===== src/rtl/fnd_scan.sv =====
// fnd_scan: four-digit time-multiplexed scanner that feeds a single-digit 7-segment decoder.
//
// Holds four packed 4-bit digits and lights them one at a time, with an all-off blanking gap
// between digits to prevent ghosting. A captured value is applied only at the frame wrap
// (digit 3 -> digit 0), so a frame never mixes old and new digits.
//
// Optional feature macro: FND_LZB_EN (leading-zero blanking). When defined, digits 1..3 stay
// dark during their lit phase if they and all higher digits are zero. Digit 0 is always lit.
//
// Ports:
//   i_Clk       clock, rising edge
//   i_Rst       asynchronous active-high reset
//   i_Data      packed digits, [3:0] = digit 0 (rightmost), [15:12] = digit 3
//   i_Load      single-cycle capture request for i_Data
//   o_Num       current digit value for the decoder
//   o_DigitSel  active-low one-hot digit select (bit n lights digit n)
//   o_Pending   a captured value is waiting for the frame wrap
//   o_Frame     one-cycle pulse on the digit 3 -> digit 0 wrap
module fnd_scan #(
  parameter int unsigned CLK_DIV   = 50000,
  parameter int unsigned BLANK_CYC = 16
) (
  input  logic        i_Clk,
  input  logic        i_Rst,
  input  logic [15:0] i_Data,
  input  logic        i_Load,
  output logic [3:0]  o_Num,
  output logic [3:0]  o_DigitSel,
  output logic        o_Pending,
  output logic        o_Frame
);

  localparam int unsigned CntMax = (CLK_DIV > BLANK_CYC) ? CLK_DIV : BLANK_CYC;
  localparam int unsigned CntW   = (CntMax > 1) ? $clog2(CntMax) : 1;

  typedef enum logic {StBlank, StShow} state_e;

  state_e            state_q, state_d;
  logic [CntW-1:0]   cnt_q, cnt_d;
  logic [1:0]        idx_q, idx_d;
  logic [15:0]       pend_q, pend_d;
  logic [15:0]       disp_q, disp_d;
  logic              pending_q, pending_d;
  logic [3:0]        num_q, num_d;
  logic [3:0]        sel_q, sel_d;
  logic              frame_q, frame_d;
  logic              digit_lit;

`ifdef FND_LZB_EN
  // A digit is dark only if it and every more-significant digit are zero.
  always_comb begin
    digit_lit = 1'b1;
    unique case (idx_q)
      2'd0: digit_lit = 1'b1;
      2'd1: digit_lit = |disp_q[15:4];
      2'd2: digit_lit = |disp_q[15:8];
      2'd3: digit_lit = |disp_q[15:12];
      default: digit_lit = 1'b1;
    endcase
  end
`else
  assign digit_lit = 1'b1;
`endif

  always_comb begin
    state_d   = state_q;
    cnt_d     = cnt_q + CntW'(1);
    idx_d     = idx_q;
    pend_d    = pend_q;
    disp_d    = disp_q;
    pending_d = pending_q;
    num_d     = num_q;
    sel_d     = sel_q;
    frame_d   = 1'b0;

    unique case (state_q)
      StBlank: begin
        if (cnt_q == CntW'(BLANK_CYC - 1)) begin
          cnt_d   = '0;
          state_d = StShow;
          sel_d   = digit_lit ? ~(4'b0001 << idx_q) : 4'b1111;
        end
      end
      StShow: begin
        if (cnt_q == CntW'(CLK_DIV - 1)) begin
          cnt_d   = '0;
          state_d = StBlank;
          sel_d   = 4'b1111;
          idx_d   = idx_q + 2'd1;
          if (idx_q == 2'd3) begin
            frame_d = 1'b1;
            if (pending_q) begin
              disp_d    = pend_q;
              pending_d = 1'b0;
            end
          end
          // disp_d already reflects any frame-wrap update, so digit 0 shows the new value.
          num_d = disp_d[{idx_d, 2'b00} +: 4];
        end
      end
      default: state_d = StBlank;
    endcase

    // Applied after the wrap so a coincident load lands in pend while disp takes the old pend.
    if (i_Load) begin
      pend_d    = i_Data;
      pending_d = 1'b1;
    end
  end

  always_ff @(posedge i_Clk or posedge i_Rst) begin
    if (i_Rst) begin
      state_q   <= StBlank;
      cnt_q     <= '0;
      idx_q     <= 2'd0;
      pend_q    <= 16'h0000;
      disp_q    <= 16'h0000;
      pending_q <= 1'b0;
      num_q     <= 4'h0;
      sel_q     <= 4'b1111;
      frame_q   <= 1'b0;
    end else begin
      state_q   <= state_d;
      cnt_q     <= cnt_d;
      idx_q     <= idx_d;
      pend_q    <= pend_d;
      disp_q    <= disp_d;
      pending_q <= pending_d;
      num_q     <= num_d;
      sel_q     <= sel_d;
      frame_q   <= frame_d;
    end
  end

  assign o_Num      = num_q;
  assign o_DigitSel = sel_q;
  assign o_Pending  = pending_q;
  assign o_Frame    = frame_q;

endmodule


===== config.mk =====
export PLATFORM = sky130hd
export DESIGN_NAME = fnd_scan
export DESIGN_NICKNAME = d
export VERILOG_FILES = /design/src/rtl/fnd_scan.sv
export SDC_FILE = /design/constraint.sdc
export NUM_CORES = 1
export LEC_CHECK = 0
export ABC_AREA = 0
export BUFFER_PORTS_ARGS = -buffer_cell sky130_fd_sc_hd__buf_2
export CORE_UTILIZATION = 45
export CTS_BUF_LIST = sky130_fd_sc_hd__clkbuf_8 sky130_fd_sc_hd__clkbuf_16
export CTS_CLUSTER_DIAMETER = 120
export DETAILED_ROUTE_END_ITERATION = 8
export PLACE_DENSITY_LB_ADDON = 0.05
export SLEW_MARGIN = 30
export SYNTH_ARGS = -nofsm -noshare
export SYNTH_HDL_FRONTEND = slang
export SYNTH_SLANG_ARGS = --single-unit

===== constraint.sdc =====
create_clock -name i_Clk -period 3.2 [get_ports i_Clk]
set_clock_uncertainty 0.15 [all_clocks]
set_input_delay 0 -clock i_Clk [delete_from_list [all_inputs] [get_ports i_Clk]]
set_output_delay 0 -clock i_Clk [all_outputs]
set_load 0.01 [all_outputs]

==> impl_summary.log <==
[metrics] Layout Area Growth over Synthesis: 19.1%
[metrics] required time reported for the critical path endpoint: 3.25 ns
[metrics] post-placement worst setup slack: 0.840 ns
[metrics] worst hold margin: 0.00961 ns
[metrics] antenna viol nets, final: 0
[metrics] hold buffer count at cts: 17
[metrics] CP Capture Type: register
[metrics] synthesis-stage register bit count: 61
[metrics] wire length of the first global-routing pass: 9040 um
[metrics] area occupied by multi-input gates: 1240 um^2
[metrics] synthesized cell area: 2850 um^2
[metrics] number of antenna violations at the first check in global routing: 0
[metrics] Resize count post-CTS: 0
[metrics] Least-Margin Pin Slew: 0.796 ns
[metrics] leakage power figure: 1.62 nW
[metrics] commonest cells after routing, fill and taps aside: 57 x dfrtp_1, 28 x buf_2, 27 x mux2_2
[metrics] detailed-route via count: 1865
[metrics] Die H: 81.6 um
[metrics] Max Clk Rate: 0.424 GHz
[metrics] insertion delay to the later sink of the worst-skew pair: 0.32 ns
[metrics] Post-Syn Instances: 224
[metrics] Std-Cell Rows: 28
[metrics] Critical Setup Path Class: reg -> reg
[metrics] routed length per instance: 15.2 um
[metrics] pin count of the biggest net entering global routing: 62
[metrics] number of global-route vias before repair: 1854
[metrics] post-layout minimum cycle time: 2.36 ns
[metrics] Top-Level Pins: 29
[metrics] count of routing violations after the opening detailed-route iteration: 85
[metrics] total clock buffers created by CTS: 9
[metrics] hpwl dp: 3500 um
[metrics] placer congestion estimate: 0.775
[metrics] H-tree levels: 3
[metrics] power per cell area: 423 nW/um^2
[metrics] mean post-synth cell area: 12.7 um^2
[metrics] reported max-cap violation count: 0
[metrics] final setup violating endpoints: 0
[metrics] max-slew violation count: 0
[metrics] Total Wirelength: 5400 um
[metrics] All-Layer GR Usage: 18.6%
[metrics] global-route congestion overflow total: 0
[metrics] buffers added on ports: 28
[metrics] number of warnings printed during yosys synthesis: 0
[metrics] nets: 299
[metrics] via density per instance: 5.25
[metrics] end-of-flow core utilization: 56.3%
[metrics] PnR worst setup slack: 0.842 ns
[metrics] worst min-delay path class: in -> reg
[metrics] area of the die: 6650 um^2
[metrics] cell at the root of the clock tree: clkbuf_8
[metrics] proportion of layout cells with a drive suffix above 1: 32.9%
[metrics] library cell with the largest summed area after synthesis: dfrtp_1
[metrics] clk buf depth: 2
[metrics] most area-consuming cells after synthesis: dfrtp_1 50%, mux2_2 11%, mux2_4 5.3%
[metrics] Residual DRC: 0
[metrics] CP Launch Type: register
[metrics] total core area: 6030 um^2
[metrics] maximum fanout count along the critical path: 11
[metrics] remaining max-slew budget at the tightest pin: 47.0%
[metrics] part of the cycle the worst path needs: 73.7%
[metrics] die span in x: 81.6 um
[metrics] Setup Buffers After CTS: 0
[metrics] proportion of synthesized chip area in sequential cells: 53.8%
[metrics] clock-pin slew of the registers on the worst-case setup and hold paths: 0.06 ns
[metrics] setup repair after global routing missed its margin: false
[metrics] run status: finished, final reports clean
[metrics] arrival time reported for the critical path endpoint: 2.41 ns
[metrics] Net Count, Synth: 248
[metrics] starting density of the core: 47.3%
[metrics] Synth top area share: 50.1%
[metrics] fill cell count: 515
[metrics] Post-Route Setup TNS: 0 ns
[metrics] Sequential Area: 1530 um^2
[metrics] Max VDD drop: 298 uV
[metrics] Clock Sinks: 61
[metrics] first-pass iteration count of the detailed router: 4
[metrics] Hold Vio Cnt, Final: 0
[metrics] most frequent standard cell in the layout excluding fill and tap cells: dfrtp_1
[metrics] TritonCTS clock tree: built
[metrics] number of antenna repair diodes: 0
[metrics] post-route total power: 1.43 mW
[metrics] Synth cell types: 36
cell type report:
type	count	area share, %
Clock buffer	10	4.06
Tap cell	75	2.77
Clock inverter	6	0.737
Inverter	6	0.664
Sequential cell	61	45.1
Timing Repair Buffer	49	10.0
Multi-Input combinational cell	148	36.6
synthesized netlist by cell type, drive strengths merged:
library cell,n
dfrtp,57
a21oi,4
o21ai,3
clkbuf,6
buf,3
xor2,6
or4,1
mux2,37
and3,21
or2,1
xnor2,7
a2bb2oi,4
nand3,8
and4,2
o31ai,1
nor3,3
nor2b,1
inv,6
nand4,3
nor4,6
a2111oi,4
ha,5
nand2b,2
dfstp,4
nand2,6
nor2,9
or3,1
o21bai,1
a211oi,12
worst max-delay path, cell delays in order, from the launching register on:
cell and delay [ns]:
dfrtp_1 0.38, ha_1 0.20, and3_1 0.32, nand3_4 0.18, nor3_4 0.35, buf_4 0.30, mux2_2 0.36
cell families after synthesis:
logic type                 synth area share [%]
and+or+nand+nor                            14.1
DFF                                        53.8
muxes                                      15.9
AOI/OAI and AO/OA                          7.38
buffers and inverters                      2.63
xor gates and xnor gates                   4.00
adders and majority gates                  2.20
metrics by stage:
stage          instances  cell area (um^2)
3_5_place_dp         322              3060
5_1_grt              355              3390
2_1_floorplan        224              2850
3_3_place_gp         322              3060
6_report             355              3390
4_1_cts              355              3390
path summary, 6_finish.rpt:
check	start	endpoint	slack, ns	cells past startpoint
max in group asynchronous	i_Rst	cnt_q[9]$_DFF_PP0_	2.11	4
setup reg to reg	cnt_q[0]$_DFF_PP0_	disp_q[11]$_DFFE_PP0P_	0.84	6
setup / recovery	cnt_q[0]$_DFF_PP0_	disp_q[11]$_DFFE_PP0P_	0.84	6
hold reg to reg	cnt_q[0]$_DFF_PP0_	cnt_q[0]$_DFF_PP0_	0.33	1
hold / removal	i_Load	o_Pending$_DFFE_PP0P_	0.01	2
min in group asynchronous	i_Rst	cnt_q[3]$_DFF_PP0_	0.28	4
routing by layer:
layer / track usage [%] / vias to the layer above / share of wire (%)
li1: - / 923 / -
met4: 6.32 / 0 / 1.3
met5: 0 / - / 0
met1: 28.0 / 901 / 57
met2: 25.0 / 34 / 39
met3: 5.67 / 7 / 2.7
registers in the layout, summed over array words and instances, names as in the netlist:
| name | cells |
|---|---|
| o_DigitSel | 4 |
| cnt_q | 16 |
| disp_q | 16 |
| state_q | 1 |
| o_Frame | 1 |
| pend_q | 16 |
| idx_q | 2 |
| o_Num | 4 |
| o_Pending | 1 |
power breakdown:
group	total [mW]	switching [mW]	leakage [nW]	internal (mW)
registers	0.808	0.0161	0.782	0.792
clock network	0.558	0.270	0.101	0.288
logic	0.0676	0.0272	0.738	0.0404
No activity file was read; power rests on OpenSTA's default activity.
